File: src/rtl/gumnut_ctrl.sv
// gumnut_ctrl: multi-cycle fetch/decode/execute controller for the Gumnut core.
// Define GUMNUT_CTRL_INTERRUPT_EN to compile in interrupt entry, reti, enai and disi.
module gumnut_ctrl (
    input  logic        clk_i,
    input  logic        rst_ni,
    output logic [11:0] imem_addr_o,
    input  logic [17:0] inst_i,
    output logic [3:0]  alu_op_o,
    output logic [2:0]  count_o,
    output logic        carry_o,
    input  logic        alu_carry_i,
    input  logic        alu_zero_i,
    output logic [2:0]  rd_sel_o,
    output logic [2:0]  rs_sel_o,
    output logic [2:0]  r2_sel_o,
    output logic        op2_imm_o,
    output logic [7:0]  imm_o,
    output logic        rf_we_o,
    output logic        wb_data_sel_o,
    output logic        dmem_stb_o,
    output logic        dmem_we_o,
    output logic        port_sel_o,
    input  logic        dmem_ack_i,
    input  logic        int_req_i,
    output logic        int_ack_o,
    output logic        sleep_o
);
    localparam int unsigned AW  = 12;
    localparam int unsigned IW  = 18;
    localparam int unsigned SD  = 8;
    localparam int unsigned SPW = 3;

    localparam logic [2:0] M_RET  = 3'd0;
    localparam logic [2:0] M_RETI = 3'd1;
    localparam logic [2:0] M_ENAI = 3'd2;
    localparam logic [2:0] M_DISI = 3'd3;
    localparam logic [2:0] M_WAIT = 3'd4;
    localparam logic [2:0] M_STBY = 3'd5;

    typedef enum logic [2:0] {
        FETCH, DECODE, EXECUTE, MEM, WRITEBACK, INTR, SLEEP
    } state_t;

    typedef enum logic [2:0] {
        C_ALUI, C_ALUR, C_SHIFT, C_MEM, C_BRANCH, C_JUMP, C_MISC, C_NOP
    } iclass_t;

    // Leading-ones prefix decode of the instruction class.
    function automatic iclass_t classify(input logic [IW-1:0] ir);
        if (!ir[17])      return C_ALUI;
        else if (!ir[16]) return C_MEM;
        else if (!ir[15]) return C_SHIFT;
        else if (!ir[14]) return C_ALUR;
        else if (!ir[13]) return C_JUMP;
        else if (!ir[12]) return C_BRANCH;
        else if (!ir[11]) return C_MISC;
        else              return C_NOP;
    endfunction

    state_t          state_q, state_d;
    logic [AW-1:0]   pc_q, pc_d;
    logic [IW-1:0]   ir_q, ir_d;
    logic            c_q, c_d, z_q, z_d;
    logic [SPW-1:0]  sp_q, sp_d, sp_dec;
    logic            push;
    logic            br_taken;
    logic [AW-1:0]   disp;
    logic [AW-1:0]   stack_q [SD];
    iclass_t         cls_q, cls_n;

    logic [3:0]      alu_op_n;
    logic [2:0]      count_n;
    logic            carry_n, op2_imm_n, rf_we_n, wb_sel_n;
    logic            stb_n, we_n, port_n, ack_n, sleep_n;
    logic [7:0]      imm_n;

`ifdef GUMNUT_CTRL_INTERRUPT_EN
    logic            ie_q, ie_d;
    logic [AW-1:0]   pc_sh_q, pc_sh_d;
    logic            c_sh_q, c_sh_d, z_sh_q, z_sh_d;
`else
    logic            int_unused;
    assign int_unused = int_req_i;
`endif

    assign cls_q  = classify(ir_q);
    assign sp_dec = sp_q - SPW'(1);
    assign disp   = {{(AW-8){ir_q[7]}}, ir_q[7:0]};

    // Next-state, datapath updates and next values of the registered outputs.
    always_comb begin
        state_d  = state_q;
        pc_d     = pc_q;
        ir_d     = ir_q;
        c_d      = c_q;
        z_d      = z_q;
        sp_d     = sp_q;
        push     = 1'b0;
        br_taken = 1'b0;
`ifdef GUMNUT_CTRL_INTERRUPT_EN
        ie_d     = ie_q;
        pc_sh_d  = pc_sh_q;
        c_sh_d   = c_sh_q;
        z_sh_d   = z_sh_q;
`endif
        case (ir_q[11:10])
            2'd0:    br_taken = z_q;
            2'd1:    br_taken = !z_q;
            2'd2:    br_taken = c_q;
            default: br_taken = !c_q;
        endcase

        case (state_q)
            FETCH:  state_d = DECODE;
            DECODE: begin
                ir_d    = inst_i;
                pc_d    = pc_q + AW'(1);
                state_d = EXECUTE;
            end
            EXECUTE: begin
                state_d = FETCH;
                case (cls_q)
                    C_ALUI, C_ALUR, C_SHIFT: begin
                        c_d     = alu_carry_i;
                        z_d     = alu_zero_i;
                        state_d = WRITEBACK;
                    end
                    C_MEM:    state_d = MEM;
                    C_BRANCH: if (br_taken) pc_d = pc_q + disp;
                    C_JUMP: begin
                        if (ir_q[12]) begin
                            push = 1'b1;
                            sp_d = sp_q + SPW'(1);
                        end
                        pc_d = ir_q[AW-1:0];
                    end
                    C_MISC: begin
                        case (ir_q[10:8])
                            M_RET: begin
                                sp_d = sp_dec;
                                pc_d = stack_q[sp_dec];
                            end
`ifdef GUMNUT_CTRL_INTERRUPT_EN
                            M_RETI: begin
                                pc_d = pc_sh_q;
                                c_d  = c_sh_q;
                                z_d  = z_sh_q;
                                ie_d = 1'b1;
                            end
                            M_ENAI: ie_d = 1'b1;
                            M_DISI: ie_d = 1'b0;
`endif
                            M_WAIT, M_STBY: state_d = SLEEP;
                            default: ;
                        endcase
                    end
                    default: ;
                endcase
            end
            // Loads return through writeback; stores and outputs are done on ack.
            MEM: if (dmem_ack_i) state_d = ir_q[14] ? FETCH : WRITEBACK;
            WRITEBACK, INTR: state_d = FETCH;
            SLEEP: state_d = SLEEP;
            default: state_d = FETCH;
        endcase

`ifdef GUMNUT_CTRL_INTERRUPT_EN
        // Interrupts are only accepted between instructions or while asleep.
        if ((state_q == FETCH || state_q == SLEEP) && ie_q && int_req_i) begin
            state_d = INTR;
            pc_sh_d = pc_q;
            c_sh_d  = c_q;
            z_sh_d  = z_q;
            ie_d    = 1'b0;
            pc_d    = AW'(1);
        end
`endif

        cls_n     = classify(ir_d);
        alu_op_n  = 4'b0000;
        count_n   = 3'd0;
        op2_imm_n = 1'b0;
        imm_n     = 8'h00;
        carry_n   = c_d;
        case (cls_n)
            C_ALUI: begin
                alu_op_n  = {1'b0, ir_d[16:14]};
                op2_imm_n = 1'b1;
                imm_n     = ir_d[7:0];
            end
            C_ALUR:  alu_op_n = {1'b0, ir_d[2:0]};
            C_SHIFT: begin
                alu_op_n = {2'b10, ir_d[1:0]};
                count_n  = ir_d[7:5];
            end
            C_MEM: begin
                op2_imm_n = 1'b1;
                imm_n     = ir_d[7:0];
                carry_n   = 1'b0;
            end
            default: ;
        endcase
        rf_we_n  = (state_d == WRITEBACK);
        wb_sel_n = rf_we_n && (cls_n == C_MEM);
        stb_n    = (state_d == MEM);
        we_n     = stb_n && ir_d[14];
        port_n   = (cls_n == C_MEM) && ir_d[15];
        ack_n    = (state_d == INTR);
        sleep_n  = (state_d == SLEEP);
    end

    // State, datapath and output registers.
    always_ff @(posedge clk_i or negedge rst_ni) begin
        if (!rst_ni) begin
            state_q       <= FETCH;
            pc_q          <= '0;
            ir_q          <= '0;
            c_q           <= 1'b0;
            z_q           <= 1'b0;
            sp_q          <= '0;
`ifdef GUMNUT_CTRL_INTERRUPT_EN
            ie_q          <= 1'b0;
            pc_sh_q       <= '0;
            c_sh_q        <= 1'b0;
            z_sh_q        <= 1'b0;
`endif
            imem_addr_o   <= '0;
            alu_op_o      <= '0;
            count_o       <= '0;
            carry_o       <= 1'b0;
            rd_sel_o      <= '0;
            rs_sel_o      <= '0;
            r2_sel_o      <= '0;
            op2_imm_o     <= 1'b0;
            imm_o         <= '0;
            rf_we_o       <= 1'b0;
            wb_data_sel_o <= 1'b0;
            dmem_stb_o    <= 1'b0;
            dmem_we_o     <= 1'b0;
            port_sel_o    <= 1'b0;
            int_ack_o     <= 1'b0;
            sleep_o       <= 1'b0;
        end else begin
            state_q       <= state_d;
            pc_q          <= pc_d;
            ir_q          <= ir_d;
            c_q           <= c_d;
            z_q           <= z_d;
            sp_q          <= sp_d;
`ifdef GUMNUT_CTRL_INTERRUPT_EN
            ie_q          <= ie_d;
            pc_sh_q       <= pc_sh_d;
            c_sh_q        <= c_sh_d;
            z_sh_q        <= z_sh_d;
`endif
            imem_addr_o   <= pc_d;
            alu_op_o      <= alu_op_n;
            count_o       <= count_n;
            carry_o       <= carry_n;
            rd_sel_o      <= ir_d[13:11];
            rs_sel_o      <= ir_d[10:8];
            r2_sel_o      <= ir_d[7:5];
            op2_imm_o     <= op2_imm_n;
            imm_o         <= imm_n;
            rf_we_o       <= rf_we_n;
            wb_data_sel_o <= wb_sel_n;
            dmem_stb_o    <= stb_n;
            dmem_we_o     <= we_n;
            port_sel_o    <= port_n;
            int_ack_o     <= ack_n;
            sleep_o       <= sleep_n;
        end
    end

    // Return stack storage; a push on a full stack overwrites the oldest entry.
    always_ff @(posedge clk_i) begin
        if (push) stack_q[sp_q] <= pc_q;
    end

endmodule
File: config.mk
export PLATFORM = sky130hd
export DESIGN_NAME = gumnut_ctrl
export DESIGN_NICKNAME = d
export VERILOG_FILES = /design/src/rtl/gumnut_ctrl.sv
export SDC_FILE = /design/constraint.sdc
export NUM_CORES = 1
export LEC_CHECK = 0
export ABC_CLOCK_PERIOD_IN_PS = 2750
export CAP_MARGIN = 0
export CORE_MARGIN = 4
export CORE_UTILIZATION = 30
export DETAILED_ROUTE_END_ITERATION = 16
export HOLD_SLACK_MARGIN = 0.1
export PLACE_DENSITY = 0.53
export SETUP_SLACK_MARGIN = 0.4
export SYNTH_ARGS = -nofsm -noshare
export SYNTH_HDL_FRONTEND = slang
export SYNTH_SLANG_ARGS = --single-unit
File: constraint.sdc
create_clock -name clk_i -period 2.75 [get_ports clk_i]
set_input_delay 0.55 -clock clk_i [delete_from_list [all_inputs] [get_ports clk_i]]
set_output_delay 0.55 -clock clk_i [all_outputs]
set_load 0.1 [all_outputs]
Yosys cells after proc, flatten, opt, wreduce, memory -nomap -nowiden
Memories as Yosys holds them, arrays and structs flattened. Cells that the tools add are included.

Register bits after elaboration: 71. RAM bits: 96. Input port bits: 24. Output and inout port bits: 45. Memories kept: 1.

Memory list: stack_q (depth 8, bits a word 12, rd ports 1, clocked after memory_dff 0, write ports 1, line 68) `logic [AW-1:0] stack_q [SD];`.

Add/sub/neg operators: 4. Eq/ne operators: 26. Mux-type cells: 40. Reductions and logical operators: 18.

Operator list (count): $mux W3 (14); $pmux W12 S3 (1); $eq A3 B3 Y1 const B (9); $mux W12 (2); $pmux W12 S2 (1); $eq A3 B2 Y1 const B (7); $mux W18 (1); $pmux W3 S5 (1); $add A12 B1 Y12 const B (1); $add A12 B12 Y12 (1); $logic_not A3 Y1 (4); $pmux W4 S3 (1); $mux W1 (11); $eq A3 B1 Y1 const B (3); $pmux W3 S3 (1); $mux W2 (4); $mux W8 (1); $reduce_and A4 Y1 (2); $ne A3 B3 Y1 const B (2); $pmux W3 S2 (1); $ne A2 B2 Y1 const B (2); $ne A4 B2 Y1 const B (1); $reduce_bool A2 Y1 (2); $reduce_or A2 Y1 (2); other kinds (10) (13).

Longest topological paths before layout
Word-level depth: 13. Depth in mapped cells: 10. Depth with buffers taken out: 9.

Least setup slack after synthesis
OpenSTA, ideal clock, no wires.

Path type: register to register. Start point: register sp_q[0]. End point: register pc_q[10]. Library setup time: 0.131 ns. Data arrival time: 2.670 ns. Required time: 2.619 ns. Path slack: -0.051 ns. Stages on the path, launching flop included: 10. Cells stage by stage: dfrtp_1 > clkbuf_1 > inv_1 > ha_1 > clkbuf_1 > clkbuf_1 > mux4_2 > mux2_2 > a221oi_1 > a31oi_1.

Cells in the longest elaborated chain, start to end: 5.

RTL lines: start, declared (line 64) `logic [SPW-1:0] sp_q, sp_d, sp_dec;`; start signal, assigned (line 249) `sp_q <= sp_d;`; $sub A3 B1 Y3 (line 87) `assign sp_dec = sp_q - SPW'(1);`; via sp_dec[0] (line 64); $mem_v2 Z8 W12; $mux W12 (line 138) `case (ir_q[10:8])`; $pmux W12 S3 (line 122) `case (cls_q)`; $pmux W12 S2 (line 113) `case (state_q)`; end signal, assigned (line 245) `pc_q <= pc_d;`; end, declared (line 61) `logic [AW-1:0] pc_q, pc_d;`.

The timed path passes the listed nets, and every way through them passes these cells. The select of a mux whose other input is x is not followed. A chain may end at the register's enable or synchronous reset.

Worst setup path in the final report
Start point: register ir_q[14]. End point: register pc_q[3].

Cells in the longest elaborated chain, start to end: 7.

RTL lines: start, declared (line 62) `logic [IW-1:0] ir_q, ir_d;`; start signal, assigned (line 246) `ir_q <= ir_d;`; $mux W3 * (line 53) `else if (!ir[14]) return C_ALUR;`; $mux W3 * (line 52) `else if (!ir[15]) return C_SHIFT;`; $mux W3 * (line 51) `else if (!ir[16]) return C_MEM;`; $mux W3 * (line 50) `if (!ir[17]) return C_ALUI;`; $eq A3 B3 Y1 (line 122); $pmux W12 S3 (tied with other cells) (line 122); $pmux W12 S2 / $reduce_and A4 Y1 (equally long branches).

Every way passes the cells marked *; elsewhere a longest branch is shown, timed or not.

==> metrics.cfg <==
[yosys]
syn-instance-count = 537
synth_edf_count = 96
synthXorXnorAreaFrac_pct = 1.448
dominant_combinational_cell_family_by_area_after_synthesis = multiplexers
synth_top_area_cell = edfxtp_1
muxShareOfSynthArea_pct = 12.12
yosysSeqAreaShare_pct = 61.09
ys_async_sr_fraction_pct = 39.24
synth_simple_gate_area_share_pct = 8.447
netlist.area_leader.share_pct = 39.72
synth_compound_gate_area_share_pct = 10.26
yosys.area_share.adder_pct = 2.689
synth_top_cells_by_area = edfxtp_1 (40%), dfrtp_1 (21%), mux4_2 (7.4%)
avgSynthCellArea_sq_um = 13.52
postSynthNetCount = 576
synth_area_sq_mm = 0.007258
number_of_flip_flops_and_latches_in_the_synthesized_netlist = 158
most_instantiated_flip_flop_cell_in_the_synthesis_netlist = edfxtp_1
synth_cell_types = 55
yosysWarnings = 0

[global_routing]
antenna_found_initial = 0
grt_max_degree = 39
grt_usage_pct = 13.91
first_global_vias = 4916
grt.busiest_layer = met2
grtUsageMet2_pct = 22.25
grt_pass1_wl_mm = 28.29
globalRoute.totalOverflow = 0
met1_usage_pct = 18.41
global_route.usage.met3_pct = 3.861

[die]
fp-row-count = 56
io_pins = 69
dieHeight_um = 163.5
initial_core_util_pct = 30.74
fp.dieArea_sq_mm = 0.02675
dieWidth_um = 163.5
core_area_sq_mm = 0.02361

[routing]
vias = 4766
drt-wirelength-per-cell_um = 19.20
totalWireLength_mm = 18.29
detail_route.first_pass.iterations = 5
via_per_inst = 5.001
drc = 0
route.antenna.remaining_nets = 0
detail_route.iter0.violations = 305

[place]
preCtsSetupSlack_ps = 282.5
post-dp-hpwl_mm = 12.35
placement.io_buffers = 67
gpl.final_weighted_congestion = 0.8581

[timing]
unrepaired_setup_endpoints_after_global_routing = yes
tns_ps = 0
report.final.setup_viol = 0
finClkSkew_ps = 11.04
worst_pin_slew_ps = 660.2
fin_ws_ps = 498.6
timing_hold_violations_final = 0
final_period_minus_worst_setup_slack_ps = 2251
max_clock_freq_mhz = 444.2
timing.slew.headroom_pct = 55.58
max_slew_violation_total_from_the_final_report = 0
timing.final.crit_share_pct = 81.87
worst_hold_slack_ps = 123.7

[cells_and_area]
final_net_count = 660
final_layout_size_suffix_gt1_share_pct = 28.08
layout_commonest_cell = edfxtp_1
num_antenna_cells = 0
syn_to_final_growth_pct = 24.31
highest_count_cells_in_the_layout_ignoring_fill_and_taps = edfxtp_1 (96), buf_4 (73), dfrtp_1 (52)

[worst_setup_path]
worst-r2r-setup-slack_ps = 500
worst-setup-path-type = flop to flop
critical_path_arrival_ps = 2570
crit_slowest_cell = dfrtp_1
worst-r2r-cell-count = 7
critical-path-max-stage-delay_ps = 520
cp_max_fo = 10
worstSetupStartpointType = flop
worst_reg2reg_path_startpoint = ir_q[14]
critical_path.endpoint_type = flop
crit_path_cell_trace = nand4_1 > buf_4 > or2_2 > o21a_1 > a221oi_1 > a22oi_1 > o22a_1
timing.critical_path.required_ps = 3070
critical_path.reg2reg.endpoint = pc_q[3]

[clocking]
cts-buffers-inserted = 17
htree_num_levels = 4
cts_tree = built
clock_sink_total = 158
ctsRootBufferMaster = clkbuf_16
clock_latency_ps = 430
clk_pin_slew_worst_paths_ps = 70
ctsLongestPathBuffers = 2

[run_status]
outcome = finished clean

[run]
cap_violations = 0

[worst_hold_path]
hp-class = input pin to async pin

## through the flow
step           instance area (sq um)  instances  util, %
3_5_place_dp                    8284        916    35.08
3_3_place_gp                    8284        916    35.08
4_1_cts                         8899        948    37.69
2_1_floorplan                   7296        537        -
5_1_grt                         9022        953    38.21
6_report                        9022        953    38.21
## final cells by class
class / instances / area (sq um)
multi-input combinational: 323 / 2636
clock inverter: 15 / 181.4
clock buffer: 17 / 425.4
tap: 319 / 399.1
inverter: 22 / 82.58
sequential: 158 / 4449
timing repair buffer: 99 / 848.3
fill: 2259 / 14590
## cells in the mapped netlist, drive strengths merged (3+ instances only)
master / n
nor3b: 4
a21oi: 35
nor3: 8
inv: 22
a221oi: 5
o21a: 4
nor2: 38
clkbuf: 11
nand2: 26
and2: 9
mux2: 15
mux2i: 17
nand2b: 3
a211oi: 5
edfxtp: 96
a22oi: 3
o31ai: 5
and3: 7
nand3: 13
xor2: 6
nand4: 5
ha: 14
mux4: 24
o21ai: 25
or3: 3
xnor2: 6
o21bai: 3
o32ai: 3
dfrtp: 62
nor2b: 3
buf: 23
a31oi: 10
## layer usage
metal	wire length, um	vias up
li1	-	2196
met4	423	0
met3	1004	30
met5	0	-
met1	8091	2371
met2	8774	169
## what timing repair did
item / 4_1_cts / 5_1_grt
hold buffers: 0 / 0
endpoints found under the hold margin: 0 / 0
gates cloned: 0 / 1
pin swaps: 0 / 2
setup buffers: 0 / 4
endpoints found under the setup margin: 11 / 106
gates resized for setup: 2 / 13
## registers in the layout, indices dropped and copies added, names as in the netlist, 3 cells and up
signal	count
alu_op_o	4
count_o	3
imm_o	8
ir_q	18
pc_q	12
sp_q	3
stack_q	96
state_q	3
## logic make-up after synthesis
logic type / after synthesis
flip-flops: 158
other: 1
multiplexers: 56
AND/OR/NAND/NOR: 126
AO/OA/AOI/OAI: 113
XOR/XNOR: 12
buffers and inverters: 56
adder cells (fa/ha/maj): 15
## worst max path at each step
stage,startpoint,to,slack (ps)
6_report,ir_q[14],pc_q[3],500
5_1_grt,ir_q[14],pc_q[3],320
4_1_cts,sp_q[0],pc_q[10],400
3_5_place_dp,ir_q[12],pc_q[4],280
3_3_place_gp,ir_q[12],pc_q[4],320
2_1_floorplan,ir_q[14],stack_q[4][0],60
## worst max-delay path, delay by kind of cell (launching register included)
kind / cells / cell delay, ps
compound gates: 4 / 1020
simple gates: 2 / 430
buf+inv: 1 / 190
flops: 1 / 520
Power is left out: the tool's default activity adds up to more than one toggle a clock period on the data nets, which glitch-free logic cannot reach.
